==> config.mk <==
export PLATFORM = sky130hd
export DESIGN_NAME = cond_logic_pipe
export DESIGN_NICKNAME = d
export VERILOG_FILES = /design/src/rtl/cond_logic_pipe.sv
export SDC_FILE = /design/constraint.sdc
export NUM_CORES = 1
export LEC_CHECK = 0
export ABC_AREA = 1
export CORE_ASPECT_RATIO = 1.1
export CORE_MARGIN = 1.5
export CORE_UTILIZATION = 30
export CTS_BUF_LIST = sky130_fd_sc_hd__clkbuf_4 sky130_fd_sc_hd__clkbuf_8
export CTS_CLUSTER_DIAMETER = 30
export CTS_CLUSTER_SIZE = 30
export DETAILED_ROUTE_END_ITERATION = 6
export DONT_BUFFER_PORTS = 1
export SLEW_MARGIN = 20
export SYNTH_ARGS = -nofsm -noshare
export SYNTH_HDL_FRONTEND = slang
export SYNTH_SLANG_ARGS = --single-unit
==> constraint.sdc <==
create_clock -name clk -period 2.4 [get_ports clk]
set_clock_uncertainty 0.05 [all_clocks]
set_input_delay 0.36 -clock clk [delete_from_list [all_inputs] [get_ports clk]]
set_output_delay 0.36 -clock clk [all_outputs]
set_load 0.01 [all_outputs]
==> src/rtl/cond_logic_pipe.sv <==
// Conditional-execution unit: evaluates the ARM cond field against grouped NZCV flags,
// gates PC/register/memory strobes with valid/stall/flush, and keeps saturating profiling counters.
module cond_logic_pipe #(
  parameter int FLAG_GROUPS = 2,
  parameter int NV_ALWAYS   = 0,
  parameter int CNT_W       = 16
) (
  input  logic                   clk,
  input  logic                   rst,
  input  logic                   Valid,
  input  logic                   Stall,
  input  logic                   Flush,
  input  logic [3:0]             Conditional,
  input  logic [3:0]             ALUFlags,
  input  logic [FLAG_GROUPS-1:0] FlagW,
  input  logic                   PCS,
  input  logic                   RegW,
  input  logic                   MemW,
  input  logic                   NoWrite,
  input  logic                   CntClr,
  output logic                   PCSource,
  output logic                   RegWrite,
  output logic                   MemWrite,
  output logic                   CondEx,
  output logic [3:0]             Flags,
  output logic [CNT_W-1:0]       ExecCount,
  output logic [CNT_W-1:0]       SquashCount
);

  generate
    if (!(FLAG_GROUPS == 1 || FLAG_GROUPS == 2 || FLAG_GROUPS == 4)) begin : g_bad_groups
      $error("cond_logic_pipe: FLAG_GROUPS must be 1, 2 or 4");
    end
  endgenerate

  localparam int GW = 4 / FLAG_GROUPS;

  logic [3:0]       flags_q, flags_d;
  logic [CNT_W-1:0] exec_q, exec_d;
  logic [CNT_W-1:0] squash_q, squash_d;
  logic             n_f, z_f, c_f, v_f;
  logic             commit, go;

  assign {n_f, z_f, c_f, v_f} = flags_q;

  always_comb begin
    CondEx = 1'b0;
    case (Conditional)
      4'b0000: CondEx = z_f;
      4'b0001: CondEx = !z_f;
      4'b0010: CondEx = c_f;
      4'b0011: CondEx = !c_f;
      4'b0100: CondEx = n_f;
      4'b0101: CondEx = !n_f;
      4'b0110: CondEx = v_f;
      4'b0111: CondEx = !v_f;
      4'b1000: CondEx = c_f && !z_f;
      4'b1001: CondEx = !c_f || z_f;
      4'b1010: CondEx = (n_f == v_f);
      4'b1011: CondEx = (n_f != v_f);
      4'b1100: CondEx = !z_f && (n_f == v_f);
      4'b1101: CondEx = z_f || (n_f != v_f);
      4'b1110: CondEx = 1'b1;
      default: CondEx = (NV_ALWAYS != 0);
    endcase
  end

  assign commit   = Valid && !Stall && !Flush;
  assign go       = commit && CondEx;
  assign PCSource = PCS && go;
  assign MemWrite = MemW && go;
  assign RegWrite = RegW && !NoWrite && go;

  // Each flag bit follows the write-enable of the group that owns it.
  always_comb begin
    flags_d = flags_q;
    for (int unsigned b = 0; b < 4; b++) begin
      if (go && FlagW[b / GW]) flags_d[b] = ALUFlags[b];
    end
  end

  always_comb begin
    exec_d   = exec_q;
    squash_d = squash_q;
    if (CntClr) begin
      exec_d   = '0;
      squash_d = '0;
    end else begin
      if (go && exec_q != '1)                       exec_d   = exec_q + CNT_W'(1);
      if (commit && !CondEx && squash_q != '1)      squash_d = squash_q + CNT_W'(1);
    end
  end

  always_ff @(posedge clk or posedge rst) begin
    if (rst) begin
      flags_q  <= '0;
      exec_q   <= '0;
      squash_q <= '0;
    end else begin
      flags_q  <= flags_d;
      exec_q   <= exec_d;
      squash_q <= squash_d;
    end
  end

  assign Flags       = flags_q;
  assign ExecCount   = exec_q;
  assign SquashCount = squash_q;

endmodule

==> reports/summary.json <==
{
  "outcome": {
    "outcome": "completed"
  },
  "timing": {
    "final_period_minus_worst_setup_slack_ps": 2220,
    "timing_worst_slew_pin_value_ps": 504,
    "worst_hold_slack_ps": 22.4,
    "timing.slew.headroom_pct": 66.4,
    "layout_worst_path_cycle_share_pct": 92.5,
    "setup_viol": 0,
    "timing.fmax_mhz": 450,
    "setup_total_negative_slack_ps": 0,
    "timing.final.hold_violations": 0,
    "rsz0062_at_grt": "no",
    "maxSlewViolCount": 0
  },
  "floorplan": {
    "floorplan.die.height_microns": 97.7,
    "number_of_ports_placed_on_the_die_boundary": 60,
    "design.core.area_sq_mm": 0.00791,
    "floorplan.rows": 34,
    "floorplan.initialDensity_pct": 30.9,
    "die_width_microns": 89.1,
    "die_area_sq_mm": 0.00870
  },
  "critical_path": {
    "reg2reg_setup_slack_ps": 300,
    "critical_path.startpoint": "Flags[0]",
    "worst_setup_path_start_kind": "flip-flop",
    "critPathKind": "reg2out",
    "rr_worst_depth": 12,
    "crit-reg2reg-capture": "ExecCount[10]",
    "crit_path_end_kind": "primary output",
    "worst_ep_arrival_time_ps": 1810,
    "required_ps": 1990,
    "crit_end": "RegWrite",
    "r2r-start": "ExecCount[0]",
    "cp_max_fo": 5
  },
  "drt": {
    "drtPass1Iterations": 4,
    "route.detailed.drc": 0,
    "postRouteWirelength_mm": 5.80,
    "drt-vias-per-instance": 4.69,
    "initialDrtViolationCount": 105,
    "vias": 2133,
    "routedWlPerCell_microns": 12.7,
    "drt.antenna.violating_nets": 0
  },
  "logic_synthesis": {
    "mapped_cells": 345,
    "synthesis.area_per_instance_sq_um": 7.08,
    "ys_seq_elements": 36,
    "post_synth_main_area_contributors": "sky130_fd_sc_hd__dfrtp_1 (37%), sky130_fd_sc_hd__nand2_1 (17%), sky130_fd_sc_hd__nand3_1 (11%)",
    "post_synth_fa_ha_maj_area_fraction_pct": 1.02,
    "most_instantiated_flip_flop_cell_in_the_synthesis_netlist": "sky130_fd_sc_hd__dfrtp_1",
    "combinational_family_with_the_most_area_after_synthesis": "simple AND/OR/NAND/NOR gates",
    "synth.top_cell.area_share_pct": 36.9,
    "ys_seq_area_share_pct": 36.9,
    "synth_compound_gate_area_share_pct": 2.05,
    "synth_area_leader_cell": "sky130_fd_sc_hd__dfrtp_1",
    "yosysWarnings": 0,
    "synth-edff-count": 0,
    "yosys.area_share.xor_xnor_pct": 7.53,
    "synth_area_sq_mm": 0.00244,
    "most_numerous_cell_in_the_yosys_netlist": "sky130_fd_sc_hd__nand2_1",
    "async_flop_share_pct": 100,
    "synth_nets": 367,
    "post_synth_most_frequent_cells": "sky130_fd_sc_hd__nand2_1 (109), sky130_fd_sc_hd__nand3_1 (56), sky130_fd_sc_hd__nor2_1 (38), sky130_fd_sc_hd__dfrtp_1 (36), sky130_fd_sc_hd__inv_1 (25)",
    "synthSimpleGateAreaFrac_pct": 45.7,
    "netlist-cell-type-count": 29,
    "synth.mux.area_fraction_pct": 0
  },
  "layout": {
    "n_fill_cell": 857,
    "final_core_util_pct": 33.6,
    "layout-area-overhead-vs-synth_pct": 8.76,
    "fin_nets": 368,
    "diodes": 0,
    "drive_above_1_share_pct": 10.1
  },
  "placed_design": {
    "placement.io_buffers": 0,
    "post-dp-hpwl_mm": 4.02,
    "gpl.final_weighted_congestion": 0.834
  },
  "clocking": {
    "cts_max_path_buffers": 2,
    "tritoncts_buffer_count": 5,
    "clk_pin_slew_ps": 80,
    "clock_tree.root_cell": "sky130_fd_sc_hd__clkbuf_8",
    "post-cts-setup-buffer-count": 0,
    "cts_htree_levels": 2,
    "clock_network_latency_to_the_later_pin_of_the_worst_skew_pair_ps": 290,
    "tritoncts": "done",
    "clock-sinks": 36
  },
  "hold_path": {
    "holdCritPathClass": "in2async"
  },
  "grt": {
    "groute.usage.overall_pct": 14.0,
    "grt_max_degree": 44,
    "antenna_found_initial": 0,
    "grt_pass1_vias": 2007,
    "grt_overflow": 0,
    "first_pass_grt_wire_length_mm": 9.67
  },
  "power_and_ir_drop": {
    "total_leakage_power_nw": 1.30,
    "cellPowerDensity_mw_per_mm2": 522,
    "ir_worst_vdd_mv": 0.236
  },
  "job": {
    "max_cap_violations": 0
  }
}
## critical path, cell delays in order, from the launching register on
cell                      delay [ps]
sky130_fd_sc_hd__dfrtp_1         460
sky130_fd_sc_hd__inv_1            80
sky130_fd_sc_hd__nand2_1         110
sky130_fd_sc_hd__nand3_1         120
sky130_fd_sc_hd__nand2_1          70
sky130_fd_sc_hd__nand2_1          60
sky130_fd_sc_hd__nand2_2          70
sky130_fd_sc_hd__nor2_4           50
sky130_fd_sc_hd__nand2_4         130
sky130_fd_sc_hd__nand2_4          80
sky130_fd_sc_hd__inv_1            90
sky130_fd_sc_hd__nand2_1          60
sky130_fd_sc_hd__nor2_2          130
## routing by layer
layer / up-vias / routed length [microns] / track usage [%]
li1: 1102 / - / -
met1: 975 / 2580 / 17.2
met2: 49 / 2770 / 23.6
met3: 7 / 358 / 3.99
met4: 0 / 85 / 4.02
met5: - / 0 / 0
## cells in the final DEF, fill, tap and decap left out, types with 2 or more instances in the layout
cell type,netlist,layout
sky130_fd_sc_hd__xor2_1,14,14
sky130_fd_sc_hd__nand4_1,3,3
sky130_fd_sc_hd__nor2_2,4,5
sky130_fd_sc_hd__buf_4,1,5
sky130_fd_sc_hd__clkbuf_8,0,6
sky130_fd_sc_hd__inv_1,25,25
sky130_fd_sc_hd__nand3b_1,11,11
sky130_fd_sc_hd__a21oi_1,4,3
sky130_fd_sc_hd__ha_1,2,2
sky130_fd_sc_hd__nand3_1,56,56
sky130_fd_sc_hd__nor3b_1,3,3
sky130_fd_sc_hd__nor2_1,38,37
sky130_fd_sc_hd__clkinv_2,0,2
sky130_fd_sc_hd__xnor2_1,7,7
sky130_fd_sc_hd__dfrtp_1,36,35
sky130_fd_sc_hd__nand2_4,2,3
sky130_fd_sc_hd__nand2_2,3,3
sky130_fd_sc_hd__nor3_1,6,6
sky130_fd_sc_hd__inv_2,2,2
sky130_fd_sc_hd__a21oi_2,1,2
sky130_fd_sc_hd__nor2_4,3,3
sky130_fd_sc_hd__nand2_1,109,108
## report_power, final
part           total [mW]  switching, mW  internal [mW]
registers           0.704         0.0637          0.640
clock network       0.464          0.235          0.230
logic               0.219          0.153         0.0660
total                1.39          0.451          0.935
## metrics by stage
stage | area, sq um | power, mW | cells | worst slack (ps)
after floorplan | 2440 | 0.883 | 345 | 552
after global placement | 2550 | 0.927 | 447 | 349
after detailed placement | 2550 | 0.932 | 447 | 289
after CTS | 2640 | 1.40 | 455 | 29.1
after global routing | 2660 | 1.48 | 455 | 28.3
final | 2660 | 1.39 | 455 | 180
## how the worst min path moves through the flow
stage | to | cells after the start | slack [ps] | from
after CTS | ExecCount[0] | 2 | 40 | rst
final | ExecCount[5] | 2 | 20 | rst
after detailed placement | ExecCount[0] | 2 | 360 | rst
after global routing | SquashCount[13] | 2 | 80 | rst
after floorplan | Flags[0] | 2 | 430 | ALUFlags[0]
after global placement | Flags[0] | 2 | 360 | rst
## cell type report
type | count | area [sq um] | share of cell area (%)
clock buffer | 6 | 82.6 | 3.11
clock inverter | 2 | 10.0 | 0.377
inverter | 27 | 101 | 3.81
multi-input combinational | 271 | 1390 | 52.3
sequential | 36 | 902 | 33.9
tap | 108 | 135 | 5.08
timing repair buffer | 5 | 37.5 | 1.41
## cell families (layout without fill, tap and decap cells)
group / Yosys count / in the layout
AND/OR/NAND/NOR: 240 / 240
buffers and inverters: 38 / 40
flip-flops: 36 / 36
XOR/XNOR: 21 / 21
AO/OA/AOI/OAI: 8 / 8
adder cells (fa/ha/maj): 2 / 2
## timing repair
item / CTS / global route
hold buffers: 0 / 0
resized for setup: 0 / 5
setup endpoints to repair: 0 / 3
hold endpoints to repair: 0 / 0
## sequential cells by signal, summed over array words and instances (netlist names)
name,count
SquashCount,16
Flags,4
ExecCount,16
No activity file was read; power rests on OpenSTA's default activity.
